===== src/rtl/flappy_pkg.sv =====
// Shared types and default timing for the flappy bird input front-end.
// Holds the per-button channel FSM state type and the default debounce /
// auto-repeat constants used by the game core and its bench.
package flappy_pkg;

   // Per-button channel FSM: waiting for press, waiting for first repeat,
   // repeating at the repeat period.
   typedef enum logic [1:0] {
      ST_IDLE   = 2'd0,
      ST_DELAY  = 2'd1,
      ST_REPEAT = 2'd2
   } chan_state_e;

   localparam int unsigned DEF_DEB_CYCLES    = 16;
   localparam int unsigned DEF_REPEAT_DELAY  = 4096;
   localparam int unsigned DEF_REPEAT_PERIOD = 1024;
   localparam int unsigned DEF_CNT_W         = 13;

   localparam int unsigned DROP_W = 8;

endpackage : flappy_pkg


===== src/rtl/flappy_btn_channel.sv =====
// One button channel: 2-flop synchroniser, debounce, press/auto-repeat FSM.
// Ports:
//   clk, rst_n    : clock, async active-low reset
//   ena           : synchronous clear when low
//   btn_raw       : asynchronous raw button input
//   stable        : debounced button level (registered)
//   event_strobe  : one-cycle press / auto-repeat event (registered)
module flappy_btn_channel
   import flappy_pkg::*;
#(
   parameter int unsigned DEB_CYCLES    = DEF_DEB_CYCLES,
   parameter int unsigned REPEAT_DELAY  = DEF_REPEAT_DELAY,
   parameter int unsigned REPEAT_PERIOD = DEF_REPEAT_PERIOD,
   parameter int unsigned CNT_W         = DEF_CNT_W
) (
   input  logic clk,
   input  logic rst_n,
   input  logic ena,
   input  logic btn_raw,
   output logic stable,
   output logic event_strobe
);

   localparam logic [CNT_W-1:0] DEB_LAST    = CNT_W'(DEB_CYCLES - 1);
   localparam logic [CNT_W-1:0] DELAY_LAST  = CNT_W'(REPEAT_DELAY - 1);
   localparam logic [CNT_W-1:0] PERIOD_LAST = CNT_W'(REPEAT_PERIOD - 1);

   logic             sync0;
   logic             sync1;
   logic [CNT_W-1:0] deb_cnt;

   chan_state_e      state;
   chan_state_e      state_nxt;
   logic [CNT_W-1:0] rep_cnt;
   logic [CNT_W-1:0] rep_cnt_nxt;
   logic             emit_c;

   // Synchroniser and debounce: stable toggles only after DEB_CYCLES
   // consecutive cycles of disagreement with the synchronised input.
   always_ff @(posedge clk or negedge rst_n) begin
      if (!rst_n) begin
         sync0   <= 1'b0;
         sync1   <= 1'b0;
         stable  <= 1'b0;
         deb_cnt <= '0;
      end else if (!ena) begin
         sync0   <= 1'b0;
         sync1   <= 1'b0;
         stable  <= 1'b0;
         deb_cnt <= '0;
      end else begin
         sync0 <= btn_raw;
         sync1 <= sync0;
         if (sync1 == stable) begin
            deb_cnt <= '0;
         end else if (deb_cnt == DEB_LAST) begin
            stable  <= ~stable;
            deb_cnt <= '0;
         end else begin
            deb_cnt <= deb_cnt + CNT_W'(1);
         end
      end
   end

   // FSM state register, repeat counter and registered event strobe.
   always_ff @(posedge clk or negedge rst_n) begin
      if (!rst_n) begin
         state        <= ST_IDLE;
         rep_cnt      <= '0;
         event_strobe <= 1'b0;
      end else if (!ena) begin
         state        <= ST_IDLE;
         rep_cnt      <= '0;
         event_strobe <= 1'b0;
      end else begin
         state        <= state_nxt;
         rep_cnt      <= rep_cnt_nxt;
         event_strobe <= emit_c;
      end
   end

   // Next state. IDLE is only ever entered with stable low, so stable high
   // while in IDLE is the rising edge of the debounced level.
   always_comb begin
      state_nxt   = state;
      rep_cnt_nxt = rep_cnt;
      case (state)
         ST_IDLE: begin
            if (stable) begin
               state_nxt   = ST_DELAY;
               rep_cnt_nxt = '0;
            end
         end
         ST_DELAY: begin
            if (!stable) begin
               state_nxt   = ST_IDLE;
               rep_cnt_nxt = '0;
            end else if (rep_cnt == DELAY_LAST) begin
               state_nxt   = ST_REPEAT;
               rep_cnt_nxt = '0;
            end else begin
               rep_cnt_nxt = rep_cnt + CNT_W'(1);
            end
         end
         ST_REPEAT: begin
            if (!stable) begin
               state_nxt   = ST_IDLE;
               rep_cnt_nxt = '0;
            end else if (rep_cnt == PERIOD_LAST) begin
               rep_cnt_nxt = '0;
            end else begin
               rep_cnt_nxt = rep_cnt + CNT_W'(1);
            end
         end
         default: begin
            state_nxt   = ST_IDLE;
            rep_cnt_nxt = '0;
         end
      endcase
   end

   // Event generation: press, end of initial delay, each repeat period.
   always_comb begin
      emit_c = 1'b0;
      case (state)
         ST_IDLE:   emit_c = stable;
         ST_DELAY:  emit_c = stable && (rep_cnt == DELAY_LAST);
         ST_REPEAT: emit_c = stable && (rep_cnt == PERIOD_LAST);
         default:   emit_c = 1'b0;
      endcase
   end

endmodule : flappy_btn_channel


===== src/rtl/flappy_input_ctrl.sv =====
// Flappy bird input front-end: two button channels, pending-event flags,
// frame_tick arbitration into single-cycle commands, and a drop counter.
// Ports:
//   clk, rst_n        : clock, async active-low reset
//   ena               : synchronous clear when low (drop_cnt holds)
//   btn_up_raw        : raw up button (ui_in[0])
//   btn_down_raw      : raw down button (ui_in[1])
//   frame_tick        : one-cycle frame pulse, consumes pending events
//   cmd_up, cmd_down  : one-cycle commands, combinational with frame_tick
//   up_lvl, down_lvl  : debounced button levels
//   drop_cnt          : saturating count of coalesced / conflicting events
module flappy_input_ctrl
   import flappy_pkg::*;
#(
   parameter int unsigned DEB_CYCLES    = DEF_DEB_CYCLES,
   parameter int unsigned REPEAT_DELAY  = DEF_REPEAT_DELAY,
   parameter int unsigned REPEAT_PERIOD = DEF_REPEAT_PERIOD,
   parameter int unsigned CNT_W         = DEF_CNT_W
) (
   input  logic              clk,
   input  logic              rst_n,
   input  logic              ena,
   input  logic              btn_up_raw,
   input  logic              btn_down_raw,
   input  logic              frame_tick,
   output logic              cmd_up,
   output logic              cmd_down,
   output logic              up_lvl,
   output logic              down_lvl,
   output logic [DROP_W-1:0] drop_cnt
);

   localparam logic [DROP_W-1:0] DROP_MAX = {DROP_W{1'b1}};

   logic            ev_up;
   logic            ev_down;
   logic            pend_up;
   logic            pend_down;
   logic            tick_c;
   logic [1:0]      drop_inc_c;
   logic [DROP_W:0] drop_sum_c;
   logic [DROP_W-1:0] drop_nxt_c;

   flappy_btn_channel #(
      .DEB_CYCLES    (DEB_CYCLES),
      .REPEAT_DELAY  (REPEAT_DELAY),
      .REPEAT_PERIOD (REPEAT_PERIOD),
      .CNT_W         (CNT_W)
   ) u_up (
      .clk          (clk),
      .rst_n        (rst_n),
      .ena          (ena),
      .btn_raw      (btn_up_raw),
      .stable       (up_lvl),
      .event_strobe (ev_up)
   );

   flappy_btn_channel #(
      .DEB_CYCLES    (DEB_CYCLES),
      .REPEAT_DELAY  (REPEAT_DELAY),
      .REPEAT_PERIOD (REPEAT_PERIOD),
      .CNT_W         (CNT_W)
   ) u_down (
      .clk          (clk),
      .rst_n        (rst_n),
      .ena          (ena),
      .btn_raw      (btn_down_raw),
      .stable       (down_lvl),
      .event_strobe (ev_down)
   );

   assign tick_c   = ena & frame_tick;
   assign cmd_up   = tick_c & pend_up & ~pend_down;
   assign cmd_down = tick_c & pend_down & ~pend_up;

   // Losses: a conflict at a tick drops both; off-tick, an event landing on
   // an already-set flag is coalesced. An event on a tick refills the flag
   // being consumed, so it is never a loss.
   always_comb begin
      drop_inc_c = 2'd0;
      if (tick_c) begin
         drop_inc_c = (pend_up && pend_down) ? 2'd2 : 2'd0;
      end else begin
         drop_inc_c = {1'b0, ev_up & pend_up} + {1'b0, ev_down & pend_down};
      end
      drop_sum_c = {1'b0, drop_cnt} + (DROP_W + 1)'(drop_inc_c);
      drop_nxt_c = drop_sum_c[DROP_W] ? DROP_MAX : drop_sum_c[DROP_W-1:0];
   end

   // Pending flags: set beats the tick clear.
   always_ff @(posedge clk or negedge rst_n) begin
      if (!rst_n) begin
         pend_up   <= 1'b0;
         pend_down <= 1'b0;
      end else if (!ena) begin
         pend_up   <= 1'b0;
         pend_down <= 1'b0;
      end else begin
         pend_up   <= ev_up | (pend_up & ~tick_c);
         pend_down <= ev_down | (pend_down & ~tick_c);
      end
   end

   // Drop counter holds through ena low.
   always_ff @(posedge clk or negedge rst_n) begin
      if (!rst_n) begin
         drop_cnt <= '0;
      end else if (ena) begin
         drop_cnt <= drop_nxt_c;
      end
   end

endmodule : flappy_input_ctrl

===== config.mk =====
export PLATFORM = sky130hd
export DESIGN_NAME = flappy_input_ctrl
export DESIGN_NICKNAME = d
export VERILOG_FILES = /design/src/rtl/flappy_pkg.sv /design/src/rtl/flappy_btn_channel.sv /design/src/rtl/flappy_input_ctrl.sv
export SDC_FILE = /design/constraint.sdc
export NUM_CORES = 1
export LEC_CHECK = 0
export CORE_MARGIN = 3
export CORE_UTILIZATION = 63
export CTS_BUF_LIST = sky130_fd_sc_hd__clkbuf_8
export DETAILED_ROUTE_END_ITERATION = 8
export GPL_TIMING_DRIVEN = 0
export MAX_ROUTING_LAYER = met4
export PLACE_DENSITY = 0.87
export SLEW_MARGIN = 10
export SYNTH_ARGS = -nofsm -noshare
export SYNTH_HDL_FRONTEND = slang
export SYNTH_SLANG_ARGS = --single-unit

===== constraint.sdc =====
create_clock -name clk -period 2.9 [get_ports clk]
set_input_delay 0.87 -clock clk [delete_from_list [all_inputs] [get_ports clk]]
set_output_delay 0.87 -clock clk [all_outputs]
set_load 0.02 [all_outputs]

Word-level counts from Yosys, hierarchy flattened
Index checks and enable logic that the tools add are counted.
{ "totals": {"register_bits": 74, "inputBits": 6, "output_inout_bits": 12, "elab_cells": 123} }
{ "op_classes": {"add_sub_neg": 6, "n_eq_ne": 22, "n_mux": 51, "bitwise": 16, "n_reduce_logical": 11} }
{ "op_table": {"columns": ["cell", "count"], "rows": [
  ["two-way mux 13 bit", 18],
  ["case mux 13 bit (3 select lines)", 2],
  ["adder 13 x 1 -> 13 bit, second input constant", 4],
  ["equality test 13 x 10 -> 1 bit, second input constant", 2],
  ["equality test 13 x 12 -> 1 bit, second input constant", 2],
  ["equality test 13 x 4 -> 1 bit, second input constant", 2],
  ["two-way mux 2 bit", 12],
  ["two-way mux 1 bit", 14],
  ["case mux 2 bit (3 select lines)", 2],
  ["adder 8 x 2 -> 9 bit", 1],
  ["bitwise AND 1 bit", 9],
  ["two-way mux 8 bit", 1],
  ["!= test 4 bit, second input constant", 2],
  ["!= test 3 x 2 -> 1 bit, second input constant", 2],
  ["!= test 3 bit, second input constant", 2],
  ["case mux 1 bit (3 select lines)", 2],
  ["AND reduction 3 bit", 2],
  ["logical AND 1 bit", 5],
  ["inverter 1 bit", 5],
  ["equality test 2 x 1 -> 1 bit, second input constant", 2],
  ["equality test 2 bit, second input constant", 2],
  ["zero test 2 bit", 2],
  ["!= test 2 x 1 -> 1 bit, second input constant", 2],
  ["!= test 2 bit, second input constant", 2],
  ["4 further kinds", 7]
]} }

Longest topological paths before layout
{ "depth": {"depth_word": 5, "ltp_mapped": 11, "mapped_depth_nobuf": 10} }

By module
From an unflattened synthesis, not the netlist that was laid out.
{ "unflattened": {"hier_cells": 416, "hier_area_um2": 4062.6} }
{ "modules_own_cells": {"columns": ["module", "n_inst", "cells_each", "area_each_um2", "seq_area_each_um2"], "rows": [
  ["flappy_btn_channel", 2, 179, 1740.4, 800.8],
  ["flappy_input_ctrl", 1, 58, 581.8, 250.2]
]} }

Worst setup path before layout
OpenSTA, ideal clock, no wires.
{ "synth_timing": {"kind": "input-to-reg", "from": "input ena", "to": "register drop_cnt[2]", "setup_ns": 0.134, "arrival_ns": 2.697, "required_time_ns": 2.766, "path_slack_ns": 0.069, "path_stages": 10, "n_path_buf": 2, "path_cell_list": "buf_2 buf_2 nand2_1 and2_1 ha_1 fa_1 and3_1 and3_1 nand4_1 o21ai_0"} }
{ "synth_between": {"elab_chain_len": 4} }
{ "synth_rtl": {"columns": ["item", "line", "rtl"], "rows": [
  ["from (decl)", "flappy_input_ctrl.sv:22", "input logic ena,"],
  ["bitwise AND 1 bit", "flappy_input_ctrl.sv:72", "assign tick_c = ena & frame_tick;"],
  ["two-way mux 2 bit", "flappy_input_ctrl.sv:81", "if (tick_c) begin"],
  ["adder 8 x 2 -> 9 bit", "flappy_input_ctrl.sv:86", "drop_sum_c = {1'b0, drop_cnt} + (DROP_W + 1)'(drop_inc_c);"],
  ["two-way mux 8 bit", "flappy_input_ctrl.sv:87", "drop_nxt_c = drop_sum_c[DROP_W] ? DROP_MAX : drop_sum_c[DROP_W-1:0];"],
  ["to (signal assigned)", "flappy_input_ctrl.sv:109", "drop_cnt <= drop_nxt_c;"],
  ["to (decl)", "flappy_input_ctrl.sv:30", "output logic [DROP_W-1:0] drop_cnt"]
]} }
Several ways; a longest one is shown, not always the timed one.
A chain may end at the register's enable or synchronous reset.

Worst setup path in the final report
Ends and elaborated chain as after synthesis.

==> Implementation_results.wiki <==
{| class="wikitable"
! Metric !! Value
|-
| Met2 Use GR || 37.3%
|-
| Post-synth design cell area || 3990 um2
|-
| M3 GR Usage || 3.75%
|-
| Die width || 85.6 um
|-
| Post-DR vias/cell || 5.85
|-
| Number of pins exceeding their max-slew limit in the final report || 0
|-
| Net count after synthesis || 447
|-
| Number of standard cells in the layout, taps in and fillers out || 533
|-
| Critical path peak fanout || 10
|-
| Root buffer selected by CTS || sky130_fd_sc_hd__clkbuf_8
|-
| Kind of launch point of the worst setup path || input port
|-
| Starting density of the core || 66.3%
|-
| Slew at the pin with the worst max-slew slack || 0.787 ns
|-
| Total length of routed wires || 7680 um
|-
| Total power after layout || 2060 uW
|-
| Pin count of the biggest net entering global routing || 57
|-
| Layout Cell Area excl Fill || 4510 um2
|-
| Top-level I/O count || 18
|-
| Crit share post-route || 90.7%
|-
| Start-to-end type of the worst setup path || input port to register
|-
| Post-synth EDFFs || 0
|-
| Leak || 0.00209 uW
|-
| Port Buffers || 17
|-
| Library cell with the highest instance count after synthesis || sky130_fd_sc_hd__dfrtp_1
|-
| Routed via count || 3120
|-
| Std-Cell Rows || 28
|-
| Unrepaired setup endpoints after global routing || false
|-
| Wire length of the first global-routing pass || 13500 um
|-
| Post-synth ARST share || 100%
|-
| Timing-limited maximum frequency || 0.380 GHz
|-
| Aggregate global routing overflow || 0
|-
| Mean instance size in the synthesized netlist || 9.44 um2
|-
| Most used cell, CP || sky130_fd_sc_hd__buf_6
|-
| Iter 0 DRT Violations || 227
|-
| Max_cap viols || 0
|-
| Tightest Hold Check Type || input port to asynchronous set/reset pin
|-
| Setup TNS || 0 ns
|-
| Worst-skew pair later-pin latency || 0.35 ns
|-
| Yosys warning count || 0
|-
| Final #Nets || 477
|-
| Placeable core area || 6030 um2
|-
| Count of unique library cells instantiated by Yosys || 45
|-
| Initial DRT Pass Iterations || 4
|-
| GP Congestion || 0.844
|-
| Required time at the endpoint of the critical path || 3.12 ns
|-
| CTS tree || yes
|-
| Antenna diode count || 0
|-
| Met1 layer usage reported by global route || 30.8%
|-
| Fraction of post-synthesis cell area in the top cell type by area || 46.4%
|-
| Most common library cells after synthesis || sky130_fd_sc_hd__dfrtp_1 (74), sky130_fd_sc_hd__nand2_1 (50), sky130_fd_sc_hd__nor2_1 (47), sky130_fd_sc_hd__nand3_1 (19), sky130_fd_sc_hd__ha_1 (17)
|-
| Arr. time, crit path || 2.85 ns
|-
| Estimated wirelength of the detail-placed design || 5330 um
|-
| Synth area leaders || sky130_fd_sc_hd__dfrtp_1 (46%), sky130_fd_sc_hd__ha_1 (5.3%), sky130_fd_sc_hd__nand2_1 (4.7%)
|-
| Multi-input logic area || 2040 um2
|-
| Initial antenna violation count || 0
|-
| Number of synthesized register bits || 74
|-
| Final Skew || 0.0140 ns
|-
| Sinks on Clock Net || 74
|-
| Share of final-layout standard cells stronger than drive strength 1 || 8.52%
|-
| Die Outline Area || 7330 um2
|-
| Tightest slew margin relative to the limit || 47.3%
|-
| Residual antenna-violating net count after detailed routing || 0
|-
| Global routing usage summed across all routing layers || 23.4%
|-
| Share of synthesized area occupied by flip-flops and latches || 46.4%
|-
| Worst voltage drop across the vdd grid || 0.000413 V
|-
| Power per unit of standard cell area || 458 nW/um2
|-
| Post-synth top flop || sky130_fd_sc_hd__dfrtp_1
|-
| Clock input transition at the sequential cells of the worst setup and hold paths || 0.09 ns
|-
| CTS H-Tree Depth || 3
|-
| Synth area leader || sky130_fd_sc_hd__dfrtp_1
|-
| Cells along the critical path || clkbuf_2 -> buf_6 -> buf_6 -> nand2_2 -> and2_1 -> ha_1 -> fa_1 -> and3_1 -> and3_2 -> nand4_1 -> o21ai_1
|-
| Gate count after technology mapping || 423
|-
| Final hold violation count || 0
|-
| CP Capture Type || register
|-
| Number of placed instances with taps included || 516
|-
| FF/Latch Area || 1850 um2
|-
| Routed len/inst || 14.4 um
|-
| Clk buf depth || 2
|-
| Die Y-Extent || 85.6 um
|-
| Area growth from synthesis to final layout || 12.8%
|-
| Delay of the slowest cell on the worst path || 0.38 ns
|-
| Setup-failing EPs final || 0
|-
| Number of filler cells placed in the layout || 410
|-
| Result of the run || complete, no violations
|-
| Cell with the largest stage delay on the worst path || sky130_fd_sc_hd__fa_1
|-
| Post-route minimum period || 2.63 ns
|-
| TritonCTS Buffers || 9
|-
| Vias in the first global route || 2959
|-
| DRC viols || 0
|-
| Cell area after placement || 4280 um2
|-
| GR peak layer || met2
|}
final cells by class:
type / count / area share, %
Inverter: 12 / 1.00
Clock inverter: 7 / 1.83
Tap cell: 75 / 2.08
Sequential cell: 74 / 41.1
Buffer: 11 / 1.64
Clock buffer: 9 / 2.75
Timing Repair Buffer: 19 / 4.22
Multi-Input combinational cell: 326 / 45.4
cell families (layout without fill, tap and decap cells):
family | after synthesis | count (layout) | synth area share (%)
simple gates | 202 | 202 | 26.3
compound gates | 75 | 75 | 11.9
flops | 74 | 74 | 46.4
xor+xnor | 26 | 26 | 5.70
buf+inv | 23 | 58 | 2.66
fa+ha+maj | 18 | 18 | 5.83
mux | 5 | 5 | 1.28
layer usage:
layer / vias up / share of wire [%] / wire (um)
li1: 1565 / - / -
met1: 1487 / 49 / 3780
met2: 57 / 47 / 3580
met3: 11 / 2.5 / 193
met4: 0 / 1.6 / 124
met5: - / 0 / 0
worst max-delay path: cells and delay by family:
kind,cells,cell delay [ns]
and+or+nand+nor,5,0.92
adders and majority gates,2,0.59
buffers and inverters,3,0.37
AOI/OAI and AO/OA,1,0.10
layout by cell type, fill, tap and decap left out, types with 13 or more instances in the layout:
master and count:
sky130_fd_sc_hd__nor2_1 47, sky130_fd_sc_hd__and2_1 14, sky130_fd_sc_hd__xnor2_1 13, sky130_fd_sc_hd__and3_1 14, sky130_fd_sc_hd__a21oi_1 15, sky130_fd_sc_hd__ha_1 17
sky130_fd_sc_hd__nand4_1 16, sky130_fd_sc_hd__xor2_1 13, sky130_fd_sc_hd__nand2_1 49, sky130_fd_sc_hd__dfrtp_1 74, sky130_fd_sc_hd__nand3_1 19
where the power goes:
part	leakage, uW	internal [uW]	switching, uW
logic	0.000963	63.3	97.1
registers	0.00103	1040	16.0
clock network	0.0000988	412	430
total	0.00209	1520	543
sequential cells by signal, indices dropped and copies added, names as in the netlist, 2 cells and up:
signal          flops
u_up.rep_cnt       13
drop_cnt            8
u_down.rep_cnt     13
u_up.state          2
u_up.deb_cnt       13
u_down.state        2
u_down.deb_cnt     13
path summary, 6_finish.rpt:
path	from	end	slack, ns	depth (start not counted)
worst max-delay path	ena	drop_cnt[2]	0.27	11
worst min-delay path	rst_n	u_up.deb_cnt[0]	0.38	1
worst max register to register	pend_up	drop_cnt[2]	0.40	9
worst min register to register	u_up.deb_cnt[0]	u_up.deb_cnt[0]	0.46	1
max in group asynchronous	rst_n	u_up.rep_cnt[0]	1.96	2
min in group clk	u_up.deb_cnt[0]	u_up.deb_cnt[0]	0.46	1
per-stage QoR:
step / utilization [%] / setup WS [ns] / hold WS, ns
2_1_floorplan: - / 0.0686 / 0.424
6_report: 74.8 / 0.268 / 0.384
4_1_cts: 74.8 / 0.0505 / 0.379
5_1_grt: 74.8 / 0.123 / 0.377
3_5_place_dp: 71.1 / -0.944 / 0.441
3_3_place_gp: 70.7 / -1.57 / 0.439
timing repair:
item	CTS	global route
pin swaps	1	0
buffers inserted	1	0
hold buffers	0	0
resized for setup	19	4
endpoints found under the setup margin	10	6
No activity file was read; power rests on OpenSTA's default activity.
